[src/rtl/apple1_bus_ctrl_pkg.sv]
// Shared definitions for the Apple-1 CPU-side bus controller: FSM encoding,
// default memory map and the open-bus read value.
package apple1_bus_pkg;

   typedef enum logic {
      ST_IDLE = 1'b0,
      ST_WAIT = 1'b1
   } state_t;

   localparam logic [15:0] RAM_BASE      = 16'h0000;
   localparam logic [15:0] RAM_MASK      = 16'hE000;
   localparam logic [15:0] VGA_MODE_BASE = 16'hC000;
   localparam logic [15:0] VGA_MODE_MASK = 16'hFFFC;
   localparam logic [15:0] RX_BASE       = 16'hD010;
   localparam logic [15:0] RX_MASK       = 16'hFFFE;
   localparam logic [15:0] TX_BASE       = 16'hD012;
   localparam logic [15:0] TX_MASK       = 16'hFFFE;
   localparam logic [15:0] BASIC_BASE    = 16'hE000;
   localparam logic [15:0] BASIC_MASK    = 16'hF000;
   localparam logic [15:0] WOZMON_BASE   = 16'hFF00;
   localparam logic [15:0] WOZMON_MASK   = 16'hFF00;

   localparam logic [7:0]  OPEN_BUS_DEF  = 8'hFF;

endpackage

[src/rtl/apple1_bus_ctrl_if.sv]
// CPU and peripheral-slot signals of the bus controller; the controller takes
// the slave view, the CPU/peripheral side takes the master view.
interface apple1_bus_if #(
   parameter int NSLOT = 8,
   parameter int AW    = 16,
   parameter int DW    = 8
) ();
   logic                cpu_clken;
   logic [AW-1:0]       ab;
   logic                we;
   logic                cpu_ready;
   logic [DW-1:0]       dbi;
   logic [NSLOT-1:0]    slot_cs;
   logic                slot_stb;
   logic                slot_we;
   logic [NSLOT-1:0]    slot_ack;
   logic [NSLOT*DW-1:0] slot_dout;

   modport master (
      output cpu_clken, ab, we, slot_ack, slot_dout,
      input  cpu_ready, dbi, slot_cs, slot_stb, slot_we
   );

   modport slave (
      input  cpu_clken, ab, we, slot_ack, slot_dout,
      output cpu_ready, dbi, slot_cs, slot_stb, slot_we
   );
endinterface

[src/rtl/apple1_bus_ctrl_decode.sv]
// Mask/match address decode with lowest-index priority; purely combinational.
module apple1_addr_decode #(
   parameter int                  NSLOT     = 8,
   parameter int                  AW        = 16,
   parameter int                  SW        = 3,
   parameter logic [NSLOT*AW-1:0] SLOT_BASE = '0,
   parameter logic [NSLOT*AW-1:0] SLOT_MASK = '0
) (
   input  logic [AW-1:0] ab_i,
   output logic [SW-1:0] sel_o,
   output logic          hit_o
);
   logic [NSLOT-1:0] hit;

   always_comb begin
      hit = '0;
      for (int i = 0; i < NSLOT; i++)
         hit[i] = ((ab_i ^ SLOT_BASE[i*AW +: AW]) & SLOT_MASK[i*AW +: AW]) == '0;
   end

   // Scan from the top so the lowest matching index is written last.
   always_comb begin
      sel_o = '0;
      for (int i = NSLOT - 1; i >= 0; i--)
         if (hit[i]) sel_o = SW'(i);
   end

   assign hit_o = |hit;

endmodule

[src/rtl/apple1_bus_ctrl.sv]
// CPU-side bus controller for the Apple-1 core: slot decode, wait-state and ack
// stalling of the 6502 via ready, timeout/unmapped error capture, read mux.
//
//   state   | meaning
//   --------+-----------------------------------------------------------
//   ST_IDLE | decode live address; zero-wait accesses complete here
//   ST_WAIT | CPU stalled on latched slot until wait/ack done or timeout
module apple1_bus_ctrl
   import apple1_bus_pkg::*;
#(
   parameter int                  NSLOT     = 8,
   parameter int                  AW        = 16,
   parameter int                  DW        = 8,
   parameter logic [NSLOT*AW-1:0] SLOT_BASE = '0,
   parameter logic [NSLOT*AW-1:0] SLOT_MASK = '0,
   parameter logic [NSLOT*4-1:0]  SLOT_WAIT = '0,
   parameter logic [NSLOT-1:0]    SLOT_ACK  = '0,
   parameter int                  TIMEOUT   = 15,
   parameter logic [DW-1:0]       OPEN_BUS  = DW'(OPEN_BUS_DEF)
) (
   input  logic          clk25,
   input  logic          rst_n,
   apple1_bus_if.slave   bus,
   input  logic          err_clr,
   output logic          bus_err,
   output logic [AW-1:0] err_addr
);
   localparam int SW = (NSLOT > 1) ? $clog2(NSLOT) : 1;
   localparam int TW = $clog2(TIMEOUT + 1);

   if (NSLOT < 1 || NSLOT > 16) begin : g_bad_nslot
      $error("apple1_bus_ctrl: NSLOT must be 1..16");
   end
   if (TIMEOUT < 1 || TIMEOUT > 255) begin : g_bad_timeout
      $error("apple1_bus_ctrl: TIMEOUT must be 1..255");
   end
   for (genvar g = 0; g < NSLOT; g++) begin : g_wait_chk
      if (SLOT_WAIT[g*4 +: 4] > TIMEOUT) begin : g_bad_wait
         $error("apple1_bus_ctrl: SLOT_WAIT exceeds TIMEOUT");
      end
   end

   state_t         state_q, state_d;
   logic [SW-1:0]  sel_q, sel_d, dec_sel, cur_sel;
   logic [AW-1:0]  alat_q, alat_d, err_at;
   logic [3:0]     wcnt_q, wcnt_d, wcnt_dec;
   logic [TW-1:0]  tcnt_q, tcnt_d, tcnt_inc;
   logic           err_q, err_d;
   logic [AW-1:0]  eaddr_q, eaddr_d;
   logic           dec_hit, cs_en, open_bus, stb, rdy, err_set, done;

   apple1_addr_decode #(
      .NSLOT     (NSLOT),
      .AW        (AW),
      .SW        (SW),
      .SLOT_BASE (SLOT_BASE),
      .SLOT_MASK (SLOT_MASK)
   ) u_decode (
      .ab_i  (bus.ab),
      .sel_o (dec_sel),
      .hit_o (dec_hit)
   );

   assign wcnt_dec = (wcnt_q == 4'd0) ? 4'd0 : wcnt_q - 4'd1;
   assign tcnt_inc = tcnt_q + 1'b1;
   // Completion looks at the post-tick count so WAIT=n releases on tick n after entry.
   assign done     = (wcnt_dec == 4'd0) && (!SLOT_ACK[sel_q] || bus.slot_ack[sel_q]);

   always_comb begin
      state_d  = state_q;
      sel_d    = sel_q;
      alat_d   = alat_q;
      wcnt_d   = wcnt_q;
      tcnt_d   = tcnt_q;
      cur_sel  = dec_sel;
      cs_en    = dec_hit;
      open_bus = !dec_hit;
      stb      = 1'b0;
      rdy      = bus.cpu_clken;
      err_set  = 1'b0;
      err_at   = bus.ab;
      unique case (state_q)
         ST_IDLE: begin
            // Held in reset the controller must not start or commit anything.
            if (bus.cpu_clken && rst_n) begin
               if (!dec_hit) begin
                  err_set = !bus.we;
               end else if (SLOT_WAIT[dec_sel*4 +: 4] == 4'd0 && !SLOT_ACK[dec_sel]) begin
                  stb = 1'b1;
               end else begin
                  rdy     = 1'b0;
                  state_d = ST_WAIT;
                  sel_d   = dec_sel;
                  alat_d  = bus.ab;
                  wcnt_d  = SLOT_WAIT[dec_sel*4 +: 4];
                  tcnt_d  = '0;
               end
            end
         end
         ST_WAIT: begin
            cur_sel  = sel_q;
            cs_en    = 1'b1;
            open_bus = 1'b0;
            rdy      = 1'b0;
            if (bus.cpu_clken) begin
               wcnt_d = wcnt_dec;
               tcnt_d = tcnt_inc;
               if (done) begin
                  stb     = 1'b1;
                  rdy     = 1'b1;
                  state_d = ST_IDLE;
               end else if (tcnt_inc == TW'(TIMEOUT)) begin
                  rdy      = 1'b1;
                  open_bus = 1'b1;
                  err_set  = 1'b1;
                  err_at   = alat_q;
                  state_d  = ST_IDLE;
               end
            end
         end
         default: state_d = ST_IDLE;
      endcase
   end

   always_comb begin
      err_d   = err_q;
      eaddr_d = eaddr_q;
      if (err_clr) begin
         err_d   = 1'b0;
         eaddr_d = '0;
      end else if (err_set) begin
         err_d = 1'b1;
         if (!err_q) eaddr_d = err_at;
      end
   end

   always_ff @(posedge clk25 or negedge rst_n) begin
      if (!rst_n) begin
         state_q <= ST_IDLE;
         sel_q   <= '0;
         alat_q  <= '0;
         wcnt_q  <= '0;
         tcnt_q  <= '0;
         err_q   <= 1'b0;
         eaddr_q <= '0;
      end else begin
         state_q <= state_d;
         sel_q   <= sel_d;
         alat_q  <= alat_d;
         wcnt_q  <= wcnt_d;
         tcnt_q  <= tcnt_d;
         err_q   <= err_d;
         eaddr_q <= eaddr_d;
      end
   end

   assign bus.cpu_ready = rdy;
   assign bus.slot_cs   = cs_en ? (NSLOT'(1) << cur_sel) : '0;
   assign bus.dbi       = open_bus ? OPEN_BUS : bus.slot_dout[cur_sel*DW +: DW];
   assign bus.slot_stb  = stb;
   assign bus.slot_we   = stb & bus.we;
   assign bus_err       = err_q;
   assign err_addr      = eaddr_q;

endmodule

[src/flat_wrapper.sv]
// flat-port wrapper written by rule: the top's interface ports become plain ports
module apple1_bus_ctrl_flat import apple1_bus_pkg::*;
#(
   parameter int                  NSLOT     = 8,
   parameter int                  AW        = 16,
   parameter int                  DW        = 8,
   parameter logic [NSLOT*AW-1:0] SLOT_BASE = '0,
   parameter logic [NSLOT*AW-1:0] SLOT_MASK = '0,
   parameter logic [NSLOT*4-1:0]  SLOT_WAIT = '0,
   parameter logic [NSLOT-1:0]    SLOT_ACK  = '0,
   parameter int                  TIMEOUT   = 15,
   parameter logic [DW-1:0]       OPEN_BUS  = DW'(OPEN_BUS_DEF)
)
  (clk25, rst_n, err_clr, bus_err, err_addr, bus_cpu_clken, bus_ab, bus_we, bus_slot_ack, bus_slot_dout, bus_cpu_ready, bus_dbi, bus_slot_cs, bus_slot_stb, bus_slot_we);
  apple1_bus_if #(.NSLOT(NSLOT), .AW(AW), .DW(DW)) bus_i ();
  input  logic clk25;
  input  logic rst_n;
  input  logic err_clr;
  output logic bus_err;
  output logic [AW-1:0] err_addr;
  input wire logic [$bits(bus_i.cpu_clken)-1:0] bus_cpu_clken;
  input wire logic [$bits(bus_i.ab)-1:0] bus_ab;
  input wire logic [$bits(bus_i.we)-1:0] bus_we;
  input wire logic [$bits(bus_i.slot_ack)-1:0] bus_slot_ack;
  input wire logic [$bits(bus_i.slot_dout)-1:0] bus_slot_dout;
  output wire logic [$bits(bus_i.cpu_ready)-1:0] bus_cpu_ready;
  output wire logic [$bits(bus_i.dbi)-1:0] bus_dbi;
  output wire logic [$bits(bus_i.slot_cs)-1:0] bus_slot_cs;
  output wire logic [$bits(bus_i.slot_stb)-1:0] bus_slot_stb;
  output wire logic [$bits(bus_i.slot_we)-1:0] bus_slot_we;
  assign bus_i.cpu_clken = bus_cpu_clken;
  assign bus_i.ab = bus_ab;
  assign bus_i.we = bus_we;
  assign bus_i.slot_ack = bus_slot_ack;
  assign bus_i.slot_dout = bus_slot_dout;
  assign bus_cpu_ready = bus_i.cpu_ready;
  assign bus_dbi = bus_i.dbi;
  assign bus_slot_cs = bus_i.slot_cs;
  assign bus_slot_stb = bus_i.slot_stb;
  assign bus_slot_we = bus_i.slot_we;
  apple1_bus_ctrl #(.NSLOT(NSLOT), .AW(AW), .DW(DW), .SLOT_BASE(SLOT_BASE), .SLOT_MASK(SLOT_MASK), .SLOT_WAIT(SLOT_WAIT), .SLOT_ACK(SLOT_ACK), .TIMEOUT(TIMEOUT), .OPEN_BUS(OPEN_BUS)) u_core (.clk25(clk25), .rst_n(rst_n), .bus(bus_i), .err_clr(err_clr), .bus_err(bus_err), .err_addr(err_addr));
endmodule
[config.mk]
export PLATFORM = sky130hd
export DESIGN_NAME = apple1_bus_ctrl_flat
export DESIGN_NICKNAME = d
export VERILOG_FILES = /design/src/rtl/apple1_bus_ctrl_pkg.sv /design/src/rtl/apple1_bus_ctrl_if.sv /design/src/rtl/apple1_bus_ctrl_decode.sv /design/src/rtl/apple1_bus_ctrl.sv /design/src/flat_wrapper.sv
export SDC_FILE = /design/constraint.sdc
export NUM_CORES = 1
export LEC_CHECK = 0
export BUFFER_PORTS_ARGS = -buffer_cell sky130_fd_sc_hd__buf_2
export CAP_MARGIN = 40
export CORE_ASPECT_RATIO = 1.5
export CORE_MARGIN = 3
export CORE_UTILIZATION = 34
export DETAILED_ROUTE_END_ITERATION = 8
export PLACE_DENSITY = 0.85
export SYNTH_ARGS = -nofsm -noshare
export SYNTH_HDL_FRONTEND = slang
export SYNTH_SLANG_ARGS = --single-unit
[constraint.sdc]
create_clock -name clk25 -period 2.1 [get_ports clk25]
set_input_delay 0.315 -clock clk25 [delete_from_list [all_inputs] [get_ports clk25]]
set_output_delay 0.315 -clock clk25 [all_outputs]
set_load 0.05 [all_outputs]
; ---- After elaboration in Yosys (flattened, before gate mapping)
; Index checks and enable logic that the tools add are counted.
[totals]
regBits = 26
latchBits = 0
ram_bits = 0
rom_bits = 0
inputBits = 93
out_inout_bits = 36
mem_count = 0
[op_classes]
add_sub_neg = 2
n_mul = 0
div = 0
order_cmp = 0
n_eq_ne = 3
shift = 0
muxes = 31
n_bitwise = 2
n_reduce_logical = 6
[op_table]
columns = op, n
row1 = $mux W16, 7
row2 = $mux W4, 5
row3 = $mux W1, 14
row4 = $logic_not A4 Y1, 2
row5 = $mux W8, 1
row6 = $pmux W1 S2, 4
row7 = $add A4 B1 Y4 const B, 1
row8 = $eq A4 B4 Y1 const B, 1
row9 = $ne A2 B2 Y1 const B, 2
row10 = $reduce_and A2 Y1, 2
row11 = $sub A4 B1 Y4 const B, 1
row12 = $reduce_bool A2 Y1, 1
row13 = $and A1 B1 Y1, 1
row14 = $logic_and A1 B1 Y1, 1
row15 = $not A1 Y1, 1

; ---- Depth between registers and ports, before layout
[depth]
ltp_word = 9
ltp_mapped = 6
depth_no_buf = 5

; ---- Cells and area by module
; Synthesis repeated with hierarchy kept, for this count alone.
[unflattened]
cells_unflattened = 205
hier_area_um2 = 1854.3
[modules_own_cells]
columns = module, instances, cells_each, area_per_inst_um2, seq_area_each_um2
row1 = apple1_bus_ctrl, 1, 199, 1816.7, 650.6
row2 = apple1_addr_decode, 1, 6, 37.5, 0.0

; ---- Least setup slack after synthesis
; Ideal clock, no wire load.
[synth_path]
path_type = flip-flop to output port
startpoint = reg u_core.wcnt_q[1]
endpoint = out bus_slot_we
arrival_ns = 2.060
setup_slack_ns = -0.275
path_stages_with_launch = 5
path_buffers = 0
cell_sequence = dfrtp_1 -> nor3_1 -> mux2i_1 -> nor2_1 -> and2_1
[synth_via]
elab_chain_len = 7
elab_cells_between_ends = 8
cone_classes = add/sub (1) / mux (4) / bitwise (1) / reduce/logical (2)
[synth_rtl]
columns = item, line
row1 = from (decl), apple1_bus_ctrl.sv:46  ; logic [3:0] wcnt_q, wcnt_d, wcnt_dec;
row2 = from (signal assigned), apple1_bus_ctrl.sv:150  ; wcnt_q <= wcnt_d;
row3 = $sub A4 B1 Y4 / $logic_not A4 Y1 (equally long branches), apple1_bus_ctrl.sv:64  ; assign wcnt_dec = (wcnt_q == 4'd0) ? 4'd0 : wcnt_q - 4'd1;
row4 = $mux W4 (*), apple1_bus_ctrl.sv:64
row5 = $logic_not A4 Y1 (*), apple1_bus_ctrl.sv:67  ; assign done = (wcnt_dec == 4'd0) && (!SLOT_ACK[sel_q] || bus.slot_ack[sel_q]);
row6 = $mux W1 (*), apple1_bus_ctrl.sv:108  ; if (done) begin
row7 = $mux W1 (*), apple1_bus_ctrl.sv:105  ; if (bus.cpu_clken) begin
row8 = $pmux W1 S2 (*), apple1_bus_ctrl.sv:82  ; unique case (state_q)
row9 = via bus_slot_stb, flat_wrapper.sv:29  ; output wire logic [$bits(bus_i.slot_stb)-1:0] bus_slot_stb;
row10 = $and A1 B1 Y1 (*), apple1_bus_ctrl.sv:161  ; assign bus.slot_we = stb & bus.we;
row11 = to (decl), flat_wrapper.sv:30  ; output wire logic [$bits(bus_i.slot_we)-1:0] bus_slot_we;
; The timed path passes the listed nets; every way through them passes the cells marked *.

; ---- Worst setup path after layout
[layout_path]
startpoint = reg u_core.tcnt_q[1]
endpoint = out bus_dbi[4]
[layout_via]
elab_chain_len = 7
[layout_rtl]
columns = item, line
row1 = from (decl), apple1_bus_ctrl.sv:47  ; logic [TW-1:0] tcnt_q, tcnt_d, tcnt_inc;
row2 = from (signal assigned), apple1_bus_ctrl.sv:151  ; tcnt_q <= tcnt_d;
row3 = $add A4 B1 Y4, apple1_bus_ctrl.sv:65  ; assign tcnt_inc = tcnt_q + 1'b1;
row4 = $eq A4 B4 Y1, apple1_bus_ctrl.sv:112  ; end else if (tcnt_inc == TW'(TIMEOUT)) begin
row5 = $mux W1, apple1_bus_ctrl.sv:112
row6 = $mux W1, apple1_bus_ctrl.sv:108
row7 = $mux W1, apple1_bus_ctrl.sv:105
row8 = $mux W1, apple1_bus_ctrl.sv:82
row9 = $mux W8, apple1_bus_ctrl.sv:159  ; assign bus.dbi = open_bus ? OPEN_BUS : bus.slot_dout[cur_sel*DW +: DW];
row10 = to (decl), flat_wrapper.sv:27  ; output wire logic [$bits(bus_i.dbi)-1:0] bus_dbi;
; Every way passes these cells.

==> reports/qor.csv <==
metric,value,unit
via_per_inst,4.577,
antenna_found_initial,0,
postSynthRegisterBits,26,
die_h,79.02,µm
hold_violations,0,
avgRoutedWirePerCell,12.10,µm
synthesis.area,1209,µm²
crit_path_top_delay_cell,dfrtp_1,
outcome,"complete, no violations",
yosysUniqueCellTypes,31,
cp.required,1780,ps
start_util,0.3680,
grt_setup_unrepaired,yes,
dieArea,4321,µm²
pwr-share-clk,0.331,
cp_top_family,buffers and inverters,
p_sw_frac,0.2555,
routabilityCongestion,0.7484,
vias,888,
grt.total_usage,0.1234,
grt_overflow,0,
dp_slack,29.62,ps
nFillCells,304,
yosys_warnings,0,
grt_max_degree,27,
yosysMostFrequentCell,dfrtp_1,
hpwl,1707,µm
path_cells,buf_4 > a21bo_2 > a21oi_4 > o211ai_1 > buf_4 > nand2b_1 > buf_6,
dr.pass1.iters,3,
worstSetupEndpointType,output pin,
drive_above_1_share,0.5065,
synth_top_family_by_area,simple AND/OR/NAND/NOR gates,
cts.path.max_buffers,2,
p_leak,0.8662,nW
worst_slack,15.30,ps
ys_seq_area_frac,0.5383,
dp.cells,187,
combPwrFrac,0.138,
cp-start-kind,flip-flop,
synthCells,106,
area_delta_synth_final,33.13,%
period_needed,2085,ps
clock-sinks,26,
synthFlopType,dfrtp_1,
fin_crit_sh,0.9927,
path_max_fanout,9,
synth_compound_area_frac,0.1046,
crit_type,flip-flop to output pin,
hp-class,primary input to asynchronous set/reset pin,
final_nets,250,
fmax,479.7,MHz
maxSlewViolCount,0,
drt_first_iter_violations,18,
grt_pass1_wl,3988,µm
clk_pin_slew,80,ps
fin_skew,4.073,ps
ctsHtreeMaxLevel,1,
synth-simple-area-share,0.2133,
routed_wl,2348,µm
async_flop_share,1.000,
synth_area_leader_cell,dfrtp_1,
fin_cells,194,
core,3284,µm²
postRouteAntennaNets,0,
num_rows,25,
p_int,700.8,µW
powerDensity,585.0,nW/µm²
pwr-share-seq,0.531,
synth_fa_ha_area_frac,0.02070,
relSlewSlack,0.6311,
cts_buffers,3,
path_buf_inv,3,
maxCapViolCount,0,
clock-root-buffer,clkbuf_8,
synth_top_area_share,0.5383,
utilization,0.4899,
diodes,0,
crit_top_cell,buf_4,
cts_tree,yes,
die_x,54.68,µm
synth_edf_count,0,
finalSetupTns,0,ps
netlist_top_cells_count,"dfrtp_1, and2_2, nand2b_1",
p_switching,240.5,µW
arrival,1770,ps
clk_latency,260,ps
power,941.3,µW
synthMuxAreaShare,0.01760,
synth_xor_area_frac,0.02174,
drc_errors,0,
slowest_delay,420,ps
io_buffers,40,
worstMarginPinSlew,553.4,ps
io_pins,129,
setup-violations-final,0,
synth_area_leaders,"dfrtp_1, and2_2, buf_4",
avgSynthCellArea,11.40,µm²
max-vdd-ir-drop,336.3,µV
grt_pass1_vias,919,
-- cell families (layout without fill, tap and decap cells) --
group	count (synthesis)	after routing
AOI/OAI and AO/OA	15	15
xor gates and xnor gates	3	3
adders and majority gates	2	2
buffers and inverters	15	57
DFF	26	26
muxes	2	2
other	2	8
and+or+nand+nor	41	41
-- routing by layer --
layer	wire (µm)	part of all wire	GRT usage	vias to the layer above
met5	0	0	0	-
met2	1193	0.51	0.2156	36
met4	11	0.0047	0.04988	0
met1	960	0.41	0.1423	422
met3	181	0.077	0.01876	2
li1	-	-	-	428
-- state kept, by name (all words and copies together), names as in the netlist --
register,cells
u_core.tcnt_q,4
u_core.bus_err,1
u_core.state_q,1
u_core.wcnt_q,4
u_core.err_addr,16
-- metrics by stage --
step	hold slack (ps)	area [µm²]
after detailed placement	341.7	1453
after floorplan	19.41	1240
after CTS	44.49	1582
final	40.79	1609
after global routing	57.64	1609
after global placement	338.8	1453
-- layout make-up --
cell class	count	area, µm²	area share
Tap cell	40	50.05	0.03110
Multi-Input combinational cell	71	521.8	0.3243
Sequential cell	26	650.6	0.4044
Clock buffer	4	55.05	0.03421
Timing Repair Buffer	48	312.8	0.1944
Inverter	5	18.77	0.01166
-- cells in the final DEF, fill, tap and decap left out, drive strengths merged, types with 2 or more instances in the layout --
cell | synthesis | layout
a21oi | 2 | 2
and2 | 17 | 17
buf | 9 | 48
clkbuf | 1 | 4
conb | 2 | 8
dfrtp | 26 | 26
ha | 2 | 2
inv | 5 | 5
nand2 | 3 | 3
nand2b | 9 | 9
nand3 | 3 | 3
nor2 | 3 | 3
nor3 | 3 | 3
o21ai | 5 | 5
xnor2 | 2 | 2
-- timing repair --
action,in CTS,in global routing
resized for setup,20,2
setup buffers,1,2
pin swaps,1,0
hold buffers,0,0
setup endpoints to repair,9,26
-- power groups by stage --
stage	combinational [mW]	clock [mW]	sequential (mW)
after floorplan	0.0970	0	0.510
after global placement	0.117	0	0.510
after detailed placement	0.119	0	0.510
after CTS	0.131	0.330	0.500
after global routing	0.139	0.347	0.500
final	0.130	0.311	0.500
-- worst paths after layout --
kind,startpoint,endpoint,slack [ps],depth (start not counted)
min,rst_n,u_core.state_q,40,2
max,u_core.tcnt_q[1],bus_dbi[4],20,7
max reg2reg,u_core.tcnt_q[1],u_core.err_addr[5],160,6
max in group asynchronous,rst_n,u_core.wcnt_q[1],1810,2
min in group clk25,err_clr,u_core.bus_err,210,2
min reg2reg,u_core.err_addr[8],u_core.err_addr[8],490,1
(Power assumes the default switching activity.)
